`config.mk`:
```
export PLATFORM = sky130hd
export DESIGN_NAME = tri_fifo_reader_flat
export DESIGN_NICKNAME = d
export VERILOG_FILES = /design/src/rtl/tri_fifo_reader_if.sv /design/src/rtl/tri_fifo_reader.sv /design/src/flat_wrapper.sv
export SDC_FILE = /design/constraint.sdc
export NUM_CORES = 1
export LEC_CHECK = 0
export BUFFER_PORTS_ARGS = -buffer_cell sky130_fd_sc_hd__buf_2
export CAP_MARGIN = 20
export CORE_MARGIN = 1
export CORE_UTILIZATION = 60
export CTS_BUF_LIST = sky130_fd_sc_hd__clkbuf_8
export DETAILED_ROUTE_END_ITERATION = 16
export GPL_ROUTABILITY_DRIVEN = 0
export PLACE_DENSITY = 0.85
export SKIP_LAST_GASP = 1
export SLEW_MARGIN = 10
export SYNTH_ARGS = -nofsm -noshare
export SYNTH_HDL_FRONTEND = slang
export SYNTH_SLANG_ARGS = --single-unit
```
`constraint.sdc`:
```
create_clock -name clk -period 2.7 [get_ports clk]
set_input_delay 0.54 -clock clk [delete_from_list [all_inputs] [get_ports clk]]
set_output_delay 0.54 -clock clk [all_outputs]
set_load 0.01 [all_outputs]
```
`src/rtl/tri_fifo_reader_if.sv`:
```
// Read side of the vertex FIFO plus the primitive valid/ready bus toward triangle setup.
interface tri_fifo_reader_if #(
    parameter int DBITS = 96,
    parameter int VERTS = 3
);
    logic                   fifo_empty;
    logic [DBITS-1:0]       fifo_dout;
    logic                   fifo_rd;
    logic                   tri_ready;
    logic                   tri_valid;
    logic [VERTS*DBITS-1:0] tri_data;

    // master is the reader: it pops the FIFO and sources primitives
    modport master (
        input  fifo_empty, fifo_dout, tri_ready,
        output fifo_rd, tri_valid, tri_data
    );

    modport slave (
        output fifo_empty, fifo_dout, tri_ready,
        input  fifo_rd, tri_valid, tri_data
    );
endinterface

```
`src/rtl/tri_fifo_reader.sv`:
```
// Pops VERTS vertex words from a show-ahead FIFO and emits them as one primitive on valid/ready.
// Define TRI_FIFO_READER_OVERLAP_EN to keep gathering while a finished primitive is held.
module tri_fifo_reader #(
    parameter int DBITS = 96,
    parameter int VERTS = 3,
    parameter int CBITS = 16
) (
    input  logic              clk,
    input  logic              reset,
    tri_fifo_reader_if.master bus,
    input  logic              flush,
    output logic              partial,
    output logic [CBITS-1:0]  tri_count
);
    localparam int            VW   = $clog2(VERTS);
    localparam logic [VW-1:0] LAST = VW'(VERTS - 1);

    typedef enum logic {GATHER = 1'b0, HOLD = 1'b1} state_t;

    state_t                      state;
    logic [VW-1:0]               vidx;
    logic [VERTS-2:0][DBITS-1:0] slot;
    logic                        valid_q;
    logic [VERTS*DBITS-1:0]      data_q;
    logic [VERTS*DBITS-1:0]      prim;
    logic                        pop;
    logic                        last_pop;
    logic                        hs;

`ifdef TRI_FIFO_READER_OVERLAP_EN
    // Only the closing pop must wait: it would overwrite a primitive not yet taken.
    assign pop = reset && !bus.fifo_empty && !flush &&
                 !((vidx == LAST) && valid_q && !bus.tri_ready);
`else
    assign pop = reset && !bus.fifo_empty && !flush && (state == GATHER);
`endif

    assign bus.fifo_rd   = pop;
    assign bus.tri_valid = valid_q;
    assign bus.tri_data  = data_q;
    assign last_pop      = pop && (vidx == LAST);
    assign hs            = (state == HOLD) && bus.tri_ready;
    assign partial       = (vidx != '0);

    // Slot 0 holds the first vertex; the closing vertex goes straight from the FIFO head.
    assign prim = {bus.fifo_dout, slot};

    always_ff @(posedge clk or negedge reset) begin
        if (!reset) begin
            state     <= GATHER;
            vidx      <= '0;
            slot      <= '0;
            valid_q   <= 1'b0;
            data_q    <= '0;
            tri_count <= '0;
        end else if (flush) begin
            state   <= GATHER;
            vidx    <= '0;
            valid_q <= 1'b0;
`ifdef TRI_FIFO_READER_OVERLAP_EN
            slot    <= '0;
`endif
        end else begin
            if (pop) begin
                vidx <= last_pop ? '0 : vidx + 1'b1;
                for (int k = 0; k < VERTS - 1; k++)
                    if (vidx == VW'(k)) slot[k] <= bus.fifo_dout;
            end
            if (last_pop) begin
                data_q  <= prim;
                valid_q <= 1'b1;
                state   <= HOLD;
            end else if (hs) begin
                valid_q <= 1'b0;
                state   <= GATHER;
            end
            if (hs) tri_count <= tri_count + 1'b1;
        end
    end
endmodule

```
`src/flat_wrapper.sv`:
```
// flat-port wrapper written by rule: the top's interface ports become plain ports
module tri_fifo_reader_flat 
#(
    parameter int DBITS = 96,
    parameter int VERTS = 3,
    parameter int CBITS = 16
)
  (clk, reset, flush, partial, tri_count, bus_fifo_empty, bus_fifo_dout, bus_tri_ready, bus_fifo_rd, bus_tri_valid, bus_tri_data);
  tri_fifo_reader_if #(.DBITS(DBITS), .VERTS(VERTS)) bus_i ();
  input  logic clk;
  input  logic reset;
  input  logic flush;
  output logic partial;
  output logic [CBITS-1:0] tri_count;
  input wire logic [$bits(bus_i.fifo_empty)-1:0] bus_fifo_empty;
  input wire logic [$bits(bus_i.fifo_dout)-1:0] bus_fifo_dout;
  input wire logic [$bits(bus_i.tri_ready)-1:0] bus_tri_ready;
  output wire logic [$bits(bus_i.fifo_rd)-1:0] bus_fifo_rd;
  output wire logic [$bits(bus_i.tri_valid)-1:0] bus_tri_valid;
  output wire logic [$bits(bus_i.tri_data)-1:0] bus_tri_data;
  assign bus_i.fifo_empty = bus_fifo_empty;
  assign bus_i.fifo_dout = bus_fifo_dout;
  assign bus_i.tri_ready = bus_tri_ready;
  assign bus_fifo_rd = bus_i.fifo_rd;
  assign bus_tri_valid = bus_i.tri_valid;
  assign bus_tri_data = bus_i.tri_data;
  tri_fifo_reader #(.DBITS(DBITS), .VERTS(VERTS), .CBITS(CBITS)) u_core (.clk(clk), .reset(reset), .bus(bus_i), .flush(flush), .partial(partial), .tri_count(tri_count));
endmodule
```
### Yosys cells after proc, flatten, opt, wreduce, memory -nomap -nowiden

Index checks and enable logic that the tools add are counted.

* bitwise operators: 2
* equality and inequality tests: 2
* add/sub/neg operators: 2
* reduce and logical (&&, ||, !) cells: 15
* muxes and demuxes: 6

Operators by type and width (number)
* 16-bit by 1-bit adder with 16-bit output (second input constant): 1
* 2-bit two-way mux: 3
* 3-bit AND reduction: 2
* 1-bit logical AND: 5
* 2-bit AND reduction: 2
* 2-bit nonzero test: 2
* 1-bit two-way mux: 3
* 3-bit nonzero test: 1
* 2-bit by 1-bit adder with 2-bit output (second input constant): 1
* 2-bit by 1-bit == test with 1-bit output (second input constant): 1
* 2-bit == test (second input constant): 1
* 1-bit zero test: 2
* 2-bit zero test: 1
* 1-bit inverter: 2

* input bits: 101
* word-level logic and storage cells: 33
* flip-flop bits (word level): 499

### Logic depth before layout (Yosys ltp)

* depth after elaboration: 8
* depth in mapped cells: 7
* mapped depth without buffers: 5

### Worst setup path after synthesis

Ideal clock, no wire load.

* path kind: input to register
* start: in flush
* end: reg u_core.slot, in the netlist u_core.prim[162]
* cell stages on the path: 5
* data arrival time: 1.793 ns
* library setup time: 0.127 ns
* path slack: 0.780 ns
* cells stage by stage: nor4b_4 > nand3b_2 > buf_4 > buf_6 > mux2_1

* word-level cells in the longest chain between the ends: 4

Ends and longest elaborated chain
* start: declaration: RTL line flat_wrapper.sv:12 `input logic flush;`
* 1-bit zero test: RTL line tri_fifo_reader.sv:35 `assign pop = reset && !bus.fifo_empty && !flush && (state == GATHER);`
* 1-bit logical AND (2 in series): RTL line tri_fifo_reader.sv:35
* 3-bit AND reduction (no line) *
* end signal: indexed assignment: RTL line tri_fifo_reader.sv:67 `if (vidx == VW'(k)) slot[k] <= bus.fifo_dout;`
* end: declaration: RTL line tri_fifo_reader.sv:22 `logic [VERTS-2:0][DBITS-1:0] slot;`

Every way passes the cells marked *; elsewhere a longest branch is shown, timed or not.
A chain may end at the register's enable or synchronous reset.

### Final worst setup path

* start: reg u_core.state
* end: out bus_fifo_rd

* word-level cells in the longest chain between the ends: 2

Ends and longest elaborated chain
* start: declaration: RTL line tri_fifo_reader.sv:20 `state_t state;`
* start signal: assignment: RTL line tri_fifo_reader.sv:50 `state <= GATHER;`
* start signal: assignment: RTL line tri_fifo_reader.sv:57 `state <= GATHER;`
* start signal: assignment: RTL line tri_fifo_reader.sv:72 `state <= HOLD;`
* 1-bit inverter: RTL line tri_fifo_reader.sv:35
* 1-bit logical AND: RTL line tri_fifo_reader.sv:35
* end: declaration: RTL line flat_wrapper.sv:18 `output wire logic [$bits(bus_i.fifo_rd)-1:0] bus_fifo_rd;`

Every way passes these cells.

==> key figures <==
Power
  – Lkg Pwr: between 10 and 15 nW
  – Peak VDD IR: between 0.6 and 0.7 mV
  – Power per cell area: ~740 nW/µm²

Setup path
  – Reg2reg path depth: 5
  – CP required: approximately 2200 ps
  – Peak fanout along the critical path: 7
  – Startpoint types: register
  – CP endpoint kind: primary output
  – Setup CP Type: register to primary output
  – Slowest cell on crit path: nor4b_4
  – Critical path arrival: 1750 ps
  – CP cell instances: nor4b_4 -> buf_2
  – Max incr delay on CP: approximately 490 ps

Synthesis
  – Synth warnings: 0
  – Synth top cells by count: nand2_1, dfrtp_1, mux2_2, mux2_1, clkbuf_1
  – Sequential cell area fraction in the yosys report: roughly 67%
  – Synth Flop Type: dfrtp_1
  – Synthesized area: between 15000 and 20000 µm²
  – Post-Synthesis Cells: 1699
  – Post-synth top area share: around two thirds
  – Largest area contributor in the netlist: dfrtp_1
  – Post-synthesis async set-or-reset flop share: between 90% and 100%
  – Number of synthesized flops with an enable pin: 0
  – Post-synthesis net count: about 1.8k
  – Avg Cell Area, Syn: between 10 and 15 µm²
  – Yosys cell types: 27
  – #FFs+latches synth: ~500
  – Largest cells by area after synthesis: dfrtp_1, nand2_1, mux2_2, mux2_1, buf_4
  – Count leader, synth: nand2_1

Global routing
  – Gr ovfl total: 0
  – Total global-route track usage: approximately 29%
  – Largest net degree at the start of global routing: about 190
  – Vias in the first global route: about 14k
  – Global-route wire length before repair: ~71000 µm
  – Initial antenna violation count: 2

CTS
  – Setup Buffers After CTS: 0
  – H-tree levels: 3
  – Total clock sinks: between 400 and 500
  – Worst-path clk slew: 60 ps
  – Post-CTS sizing: 0
  – Clock buffer depth: 3
  – TritonCTS Buffers: 76
  – CTS tree: yes
  – Cts hold-fix bufs: 0
  – Clock Latency Late Sink: ~580 ps
  – Root Driver: clkbuf_8

Drt
  – Via Count: roughly 14k
  – Initial drt markers: about 850
  – DRC: 0
  – Final ANT Viol Nets: 0
  – Number of detailed-route iterations in the first pass: 5
  – Final wirelength: between 40000 and 50000 µm
  – Avg Vias per Cell: about 5.3
  – WL per Instance: 17.6 µm

Flow run
  – Max Cap Viol: 0

Final layout
  – Final #Nets: 2232
  – Share of layout cells above drive strength 1: a little under a third
  – Area added between synthesis and finish: 21.7%
  – Filler cells: about 2.0k
  – Fin area: roughly 23000 µm²

Timing
  – Min Tclk post-route: approximately 2300 ps
  – Setup TNS after final layout: 0 ps
  – Max Slew Vio Count: 0
  – Final hold vios: 0
  – Count of final setup violators: 0
  – Tightest Pin Transition: 941 ps
  – Rel. slew slack: a little under two fifths
  – Final period utilization: a little over four fifths
  – Clock Skews: approximately 20 ps
  – Fmax: 437 MHz
  – RSZ-0062 raised after global routing: false

Floorplanning
  – Die Height: around 180 µm
  – I/O Pins: roughly 410
  – Core area: a little over 30000 µm²
  – Die Width: between 150 and 200 µm
  – Die ar.: 32000 µm²
  – Initial Util: 61.2%
  – Row count: 64

Placement
  – Placed cell areas: about 21000 µm²
  – DP HPWL: 30000 µm
  – PortBufs: about 410

Status
  – Outcome: completed

Worst hold path
  – Hold Crit Class: input pin to asynchronous set/reset pin
[through the flow]
stage / worst slack [ps] / utilization, % / hold WS [ps] / power (mW) / cells
final: 409 / 74.5 / 133 / 17.0 / 2583
after global routing: 317 / 74.5 / 152 / 17.8 / 2582
after CTS: 358 / 74.5 / 138 / 17.2 / 2580
after detailed placement: 241 / 69.4 / 447 / 10.8 / 2448
after global placement: 328 / 69.4 / 438 / 10.6 / 2448
after floorplan: 780 / - / 244 / 9.95 / 1699
[cell families (layout without fill, tap and decap cells)]
group,count (synthesis),in the layout,synth area share (%)
adders and majority gates,1,1,0.0667
buffers and inverters,87,572,2.62
DFF,499,499,66.5
AOI/OAI and AO/OA,3,3,0.0800
and+or+nand+nor,902,902,18.5
muxes,192,192,11.5
xor gates and xnor gates,15,15,0.700
other,0,3,0
[where the power goes]
part	internal, mW	total (mW)	switching (mW)
Clock	3.47	6.31	2.84
Sequential	8.47	9.01	0.537
Combinational	0.851	1.70	0.846
Total	12.8	17.0	4.22
[per-layer routing]
metal | part of all wire, % | GRT usage [%] | vias to the layer above
met3 | 7.6 | 7.68 | 142
met1 | 39 | 35.0 | 6822
li1 | - | - | 6220
met5 | 0 | 0 | -
met2 | 49 | 47.2 | 530
met4 | 4.9 | 15.2 | 0
[final timing paths]
kind	from	end	slack, ps
hold reg to reg	u_core.prim[113]$_DFFE_PN0P_	u_core.bus.tri_data[113]$_DFFE_PN0P_	450
max in group asynchronous	reset	u_core.prim[17]$_DFFE_PN0P_	1050
setup reg to reg	u_core.state$_DFFE_PN0P_	u_core.prim[136]$_DFFE_PN0P_	570
hold / removal	reset	u_core.prim[1]$_DFFE_PN0P_	130
min in group clk	bus_fifo_dout[26]	u_core.bus.tri_data[218]$_DFFE_PN0P_	180
setup / recovery	u_core.state$_DFFE_PN0P_	bus_fifo_rd	410
[flip-flops by register name, indices dropped and copies added, names as in the netlist]
register and count:
u_core.state 1, u_core.vidx 2, u_core.bus.tri_data 288, u_core.tri_count 16, u_core.prim 192
[cell type report]
cell class	instances	area, µm²	area share [%]
sequential	499	12500	54.6
inverter	2	7.51	0.0329
antenna	3	7.51	0.0329
timing repair buffer	438	2480	10.9
tap	396	495	2.17
clock inverter	33	200	0.876
multi-input combinational	1113	5810	25.4
clock buffer	99	1360	5.96
[cell usage in the layout, fill, tap and decap left out, drive strengths merged]
| cell | netlist | routed |
|---|---|---|
| a21oi | 1 | 1 |
| and3 | 2 | 2 |
| and3b | 1 | 1 |
| buf | 53 | 438 |
| bufinv | 0 | 2 |
| clkbuf | 32 | 99 |
| clkinv | 0 | 4 |
| clkinvlp | 0 | 1 |
| dfrtp | 499 | 499 |
| diode | 0 | 3 |
| ha | 1 | 1 |
| inv | 2 | 28 |
| mux2 | 192 | 192 |
| nand2 | 871 | 871 |
| nand2b | 4 | 4 |
| nand3 | 8 | 8 |
| nand3b | 3 | 3 |
| nand4 | 2 | 2 |
| nor2 | 4 | 4 |
| nor3 | 2 | 2 |
| nor4 | 2 | 2 |
| nor4b | 1 | 1 |
| o21ai | 2 | 2 |
| or2 | 2 | 2 |
| xnor2 | 11 | 11 |
| xor2 | 4 | 4 |
[worst max-delay path, delay by kind of cell (launching register included)]
kind	cells	cell delay, ps
AND/OR/NAND/NOR	1	490
buffers and inverters	1	250
flip-flops	1	440
Note: power is estimated with default switching activity, not from simulation.
